===== src/rtl/uart_rx_parity.sv =====
// UART receiver: 8 data bits LSB first, even parity, one stop bit, with a small
// receive FIFO carrying per-byte parity/framing flags and a sticky overflow flag.
//
// state     | meaning
// IDLE      | line idle, waiting for rxs=0
// START     | half a bit into the start bit, checking it is still low
// DATA      | sampling the 8 data bits, one per bit period
// PARITY    | sampling the parity bit
// STOP      | sampling the stop bit and pushing the byte
// WAIT_IDLE | stop bit was low, waiting for the line to return high
module uart_rx_parity #(
  parameter int DIV_W      = 16,
  parameter int FIFO_DEPTH = 4
) (
  input  logic             clk,
  input  logic             nreset,
  input  logic             rx,
  input  logic [DIV_W-1:0] divisor,
  output logic             out_valid,
  input  logic             out_ready,
  output logic [7:0]       out_data,
  output logic             out_parity_err,
  output logic             out_frame_err,
  output logic             overflow,
  input  logic             overflow_clr
);

  localparam int PTR_W = $clog2(FIFO_DEPTH);
  localparam int CNT_W = PTR_W + 1;
  localparam logic [DIV_W-1:0] DIV_MIN = DIV_W'(3);

  typedef enum logic [2:0] {
    IDLE, START, DATA, PARITY, STOP, WAIT_IDLE
  } state_t;

  state_t           state, state_nxt;
  logic             rx_meta, rxs;
  logic [DIV_W-1:0] div_eff, div_lat, timer;
  logic [2:0]       bit_idx;
  logic [7:0]       shreg;
  logic             par_err;
  logic             tc, start_det, sample, push, pop, accept;
  logic [9:0]       mem [FIFO_DEPTH];
  logic [9:0]       head;
  logic [PTR_W-1:0] wr_ptr, rd_ptr;
  logic [CNT_W-1:0] count;

  always_ff @(posedge clk or negedge nreset) begin
    if (!nreset) begin
      rx_meta <= 1'b1;
      rxs     <= 1'b1;
    end else begin
      rx_meta <= rx;
      rxs     <= rx_meta;
    end
  end

  assign div_eff = (divisor < DIV_MIN) ? DIV_MIN : divisor;
  assign tc      = (timer == '0);

  always_ff @(posedge clk or negedge nreset) begin
    if (!nreset) state <= IDLE;
    else         state <= state_nxt;
  end

  always_comb begin
    state_nxt = state;
    case (state)
      IDLE:      if (!rxs) state_nxt = START;
      START:     if (tc) state_nxt = rxs ? IDLE : DATA;
      DATA:      if (tc && bit_idx == 3'd7) state_nxt = PARITY;
      PARITY:    if (tc) state_nxt = STOP;
      STOP:      if (tc) state_nxt = rxs ? IDLE : WAIT_IDLE;
      WAIT_IDLE: if (rxs) state_nxt = IDLE;
      default:   state_nxt = IDLE;
    endcase
  end

  always_comb begin
    start_det = 1'b0;
    sample    = 1'b0;
    push      = 1'b0;
    case (state)
      IDLE:                start_det = !rxs;
      START, DATA, PARITY: sample = tc;
      STOP: begin
        sample = tc;
        push   = tc;
      end
      default: ;
    endcase
  end

  // Bit timer counts down to the next sample point; the first one lands mid start bit.
  always_ff @(posedge clk or negedge nreset) begin
    if (!nreset) begin
      timer   <= '0;
      div_lat <= DIV_MIN;
      bit_idx <= '0;
      shreg   <= '0;
      par_err <= 1'b0;
    end else begin
      if (start_det) begin
        div_lat <= div_eff;
        timer   <= (div_eff >> 1) - DIV_W'(1);
      end else if (sample) begin
        timer <= div_lat - DIV_W'(1);
      end else if (state != IDLE && state != WAIT_IDLE) begin
        timer <= timer - DIV_W'(1);
      end
      if (sample) begin
        case (state)
          START:   bit_idx <= '0;
          DATA: begin
            shreg   <= {rxs, shreg[7:1]};
            bit_idx <= bit_idx + 3'd1;
          end
          PARITY:  par_err <= ^{shreg, rxs};
          default: ;
        endcase
      end
    end
  end

  assign pop    = out_valid && out_ready;
  assign accept = push && ((count < CNT_W'(FIFO_DEPTH)) || pop);

  always_ff @(posedge clk) begin
    if (accept) mem[wr_ptr] <= {~rxs, par_err, shreg};
  end

  always_ff @(posedge clk or negedge nreset) begin
    if (!nreset) begin
      wr_ptr   <= '0;
      rd_ptr   <= '0;
      count    <= '0;
      overflow <= 1'b0;
    end else begin
      if (accept) wr_ptr <= wr_ptr + PTR_W'(1);
      if (pop)    rd_ptr <= rd_ptr + PTR_W'(1);
      case ({accept, pop})
        2'b10:   count <= count + CNT_W'(1);
        2'b01:   count <= count - CNT_W'(1);
        default: ;
      endcase
      // A drop in the same cycle as a clear must leave the flag set.
      if (push && !accept)   overflow <= 1'b1;
      else if (overflow_clr) overflow <= 1'b0;
    end
  end

  always_comb begin
    out_valid      = (count != '0);
    head           = out_valid ? mem[rd_ptr] : '0;
    out_data       = head[7:0];
    out_parity_err = head[8];
    out_frame_err  = head[9];
  end

endmodule


===== config.mk =====
export PLATFORM = sky130hd
export DESIGN_NAME = uart_rx_parity
export DESIGN_NICKNAME = d
export VERILOG_FILES = /design/src/rtl/uart_rx_parity.sv
export SDC_FILE = /design/constraint.sdc
export NUM_CORES = 1
export LEC_CHECK = 0
export CAP_MARGIN = 20
export CORE_UTILIZATION = 35
export DETAILED_ROUTE_END_ITERATION = 6
export SLEW_MARGIN = 5
export SYNTH_ARGS = -nofsm -noshare
export SYNTH_HDL_FRONTEND = slang
export SYNTH_SLANG_ARGS = --single-unit
export TNS_END_PERCENT = 1

===== constraint.sdc =====
create_clock -name clk -period 3.9 [get_ports clk]
set_input_delay 0.78 -clock clk [delete_from_list [all_inputs] [get_ports clk]]
set_output_delay 0.78 -clock clk [all_outputs]
set_load 0.02 [all_outputs]

==> run summary <==
OUTCOME
--------------------------------------------------------------------------------
Run status                                                          finished clean

WORST SETUP PATH
--------------------------------------------------------------------------------
Cell type of the slowest stage on the worst timing path             sky130_fd_sc_hd__dfrtp_1
R2r setup slk                                                            0.79 ns
Largest incremental delay on the critical path                           0.80 ns
Depth of the worst register-to-register path                                   8
Data required time of the worst path                                     3.12 ns
Ordered cell list for the critical path                             mux4_2 -> and2_1 -> clkdlybuf4s50_1
Largest fanout of any net on the critical path                                12
Reg-to-Reg Start                                                        state[2]
Worst setup path category                                           flop to output pin
Critical R2R Capture                                                   timer[15]
Setup crit end kind                                                   output pin
Critical path startpoint                                               rd_ptr[0]
Worst Path Arrival                                                       2.45 ns
Kind of start point of the critical path                                    flop

DETAILED ROUTING
--------------------------------------------------------------------------------
Drt first pass iters                                                           5
DRC violation total after the first TritonRoute iteration                    301
Via Count                                                                   3194
Post-route DRC                                                                 0
Routed vias/inst                                                           5.160
Mean routed wirelength per cell                                         15.30 um
Routed Antenna Nets                                                            0
Detailed Route WL                                                        9473 um

PWR
--------------------------------------------------------------------------------
Power density cells                                                 494.8 nW/um^2
Total leakage power                                                  0.002202 uW
Worst IR Drop VDD                                                       279.4 uV

YOSYS
--------------------------------------------------------------------------------
Post-synthesis sequential element count                                       97
Fraction of post-synthesis cell area in the top cell type by area         28.16%
EDFF count, synth                                                             40
Async set or reset register ratio after synthesis                         58.76%
Cell area after technology mapping                                     4710 um^2
Yosys warning total                                                            0
Top cell type by total area after synthesis                         sky130_fd_sc_hd__dfrtp_1
Synth Instances                                                              408
Cells taking the most area after synthesis                          sky130_fd_sc_hd__dfrtp_1, sky130_fd_sc_hd__edfxtp_1, sky130_fd_sc_hd__nand2_1
Main synth FF type                                                  sky130_fd_sc_hd__dfrtp_1
Mean instance size in the synthesized netlist                         11.54 um^2
Count of different cell masters after synthesis                               57
Most common library cells after synthesis                           sky130_fd_sc_hd__nand2_1, sky130_fd_sc_hd__dfrtp_1, sky130_fd_sc_hd__edfxtp_1, sky130_fd_sc_hd__nor2_1
Proportion of synthesized chip area in sequential cells                   55.90%
Most frequently used cell type in the post-synthesis netlist        sky130_fd_sc_hd__nand2_1
Net Count, Synth                                                             438

FLOORPLANNING
--------------------------------------------------------------------------------
Vertical die dimension                                                    118 um
Die Outline Area                                                      13920 um^2
Count of boundary I/O pins                                                    33
Die W                                                                     118 um
Row cnt                                                                       42
Placeable core region                                                 13190 um^2
Starting density of the core                                              35.70%

GRT
--------------------------------------------------------------------------------
Vias in the first global route                                              3088
Maximum number of pins on one net before global-route repair                  35
Combined global-route utilization of all metal layers                     14.77%
Global-route wire length before repair                                  15900 um
Number of antenna violations at the first check in global routing              0
Leftover overflow at the end of global routing                                 0

CLOCK TREE
--------------------------------------------------------------------------------
H-tree levels                                                                  3
Clock-pin slew on the worst setup and hold paths                         0.08 ns
Sinks on Clock Net                                                            97
Post-CTS Hold Buffers                                                          0
CTS tree                                                                   built
Skew-Pair Late Insertion Delay                                           0.36 ns
Post_cts resized                                                               0
Number of post-CTS setup repair buffers                                        0
Clk buf depth                                                                  2
Cts bufs inserted                                                              9
Buffer cell driving the clock tree root                             sky130_fd_sc_hd__clkbuf_16

PLACEMENT
--------------------------------------------------------------------------------
Detailed placer's ending HPWL                                            6552 um
Number of buffers inserted by port buffering                                  32
RePlAce Congestion                                                        0.8193
Placed cell area                                                       5194 um^2

MIN PATH
--------------------------------------------------------------------------------
Startpoint of the worst hold path                                        rx_meta
Path class of the lowest-slack min-delay path                       flop to flop
Hold Path Sink                                                               rxs
Hold depth                                                                     0

TIMING
--------------------------------------------------------------------------------
Least-Margin Pin Slew                                                  0.9415 ns
Setup skew after layout                                               0.01216 ns
Time the final worst path needs with I/O delays and setup               3.228 ns
Final Hold Violating Endpoints                                                 0
Summed negative setup slack over all endpoints                              0 ns
Total of endpoints with negative setup slack in the final report               0
Max Freq                                                              0.3098 GHz
Final worst-path cycle share                                              82.76%
Pins over their slew limit                                                     0
Setup repair after global routing missed its margin                        false
Relative slew margins                                                     37.24%

RUN
--------------------------------------------------------------------------------
Max-capacitance violation count                                                0

FINAL LAYOUT
--------------------------------------------------------------------------------
Synthesis-to-layout area growth                                           16.71%
Non-Filler Cell Area, Final                                            5497 um^2
Inserted Diodes                                                                0
Filler cell count                                                           1246
Fraction of final layout cells with drive strength greater than 1         14.00%
Nets@finish                                                                  468

worst max-delay path, delay by kind of cell (launching register included):
kind / cells / cell delay, ns
and+or+nand+nor: 1 / 0.17
DFF: 1 / 0.80
muxes: 1 / 0.59
buffers and inverters: 1 / 0.53
metrics by stage:
step	utilization, %	worst slack [ns]	hold slack (ns)	cells	total power (uW)
floorplan	-	1.139	0.3452	408	1684
CTS	41.67	0.5668	0.3587	619	2753
finish	41.67	0.6724	0.3569	619	2720
global route	41.67	0.4648	0.3649	619	2865
detailed placement	39.38	0.5838	0.3488	603	1857
global placement	39.38	0.5781	0.3471	603	1845
cell usage in the layout, fill, tap and decap left out, types with 3 or more instances in the layout:
| master | n |
|---|---|
| sky130_fd_sc_hd__a31oi_1 | 7 |
| sky130_fd_sc_hd__nor4_1 | 7 |
| sky130_fd_sc_hd__a311oi_1 | 3 |
| sky130_fd_sc_hd__mux2_2 | 12 |
| sky130_fd_sc_hd__nand4_1 | 6 |
| sky130_fd_sc_hd__buf_4 | 7 |
| sky130_fd_sc_hd__ha_1 | 8 |
| sky130_fd_sc_hd__clkbuf_16 | 9 |
| sky130_fd_sc_hd__mux4_2 | 10 |
| sky130_fd_sc_hd__a21oi_1 | 17 |
| sky130_fd_sc_hd__mux2i_1 | 9 |
| sky130_fd_sc_hd__nand2_1 | 62 |
| sky130_fd_sc_hd__inv_6 | 3 |
| sky130_fd_sc_hd__clkdlybuf4s50_1 | 31 |
| sky130_fd_sc_hd__nor2_1 | 33 |
| sky130_fd_sc_hd__xnor2_1 | 15 |
| sky130_fd_sc_hd__nand3_1 | 10 |
| sky130_fd_sc_hd__and2_1 | 14 |
| sky130_fd_sc_hd__dfrtp_1 | 53 |
| sky130_fd_sc_hd__edfxtp_1 | 40 |
| sky130_fd_sc_hd__inv_1 | 12 |
| sky130_fd_sc_hd__xor2_1 | 8 |
| sky130_fd_sc_hd__a31o_2 | 3 |
| sky130_fd_sc_hd__o21ai_0 | 17 |
| sky130_fd_sc_hd__a22o_1 | 3 |
| sky130_fd_sc_hd__dfstp_2 | 4 |
worst max path at each step:
stage,endpoint,slack (ns),depth (start not counted)
after floorplan,timer[14],1.14,13
after global placement,timer[4],0.58,9
after detailed placement,timer[4],0.58,9
after CTS,out_parity_err,0.57,3
after global routing,out_data[2],0.46,3
final,out_data[2],0.67,3
final cells by class:
type | instances | area [um^2] | area share, %
Timing Repair Buffer | 39 | 367.9 | 6.692
Tap cell | 176 | 220.2 | 4.006
Clock inverter | 7 | 77.57 | 1.411
Sequential cell | 97 | 2633 | 47.89
Clock buffer | 9 | 225.2 | 4.097
Inverter | 12 | 45.04 | 0.8195
Multi-Input combinational cell | 279 | 1928 | 35.08
sequential cells by signal (all words and copies together), names as in the netlist, 2 cells and up:
register	cells
timer	16
div_lat	16
wr_ptr	2
count	3
shreg	8
mem	40
state	3
bit_idx	3
rd_ptr	2
per-layer routing:
layer	global-route usage (%)	wire, um	vias to the layer above
li1	-	-	1519
met1	19.61	4278	1548
met2	22.50	4430	109
met3	3.924	594	18
met4	6.811	170	0
met5	0	0	-
power breakdown:
| group | leakage (uW) | internal (uW) | total, uW | switching (uW) |
|---|---|---|---|---|
| combinational | 0.000903 | 272 | 542 | 270 |
| clock | 0.000144 | 455 | 886 | 431 |
| sequential | 0.00115 | 1160 | 1290 | 136 |
| total | 0.00220 | 1880 | 2720 | 838 |
kinds of logic after synthesis:
| group | synth area share, % |
|---|---|
| AOI/OAI and AO/OA | 8.980 |
| xor gates and xnor gates | 4.278 |
| adders and majority gates | 2.551 |
| buffers and inverters | 3.161 |
| DFF | 55.90 |
| muxes | 9.564 |
| and+or+nand+nor | 15.57 |
(Power assumes the default switching activity.)
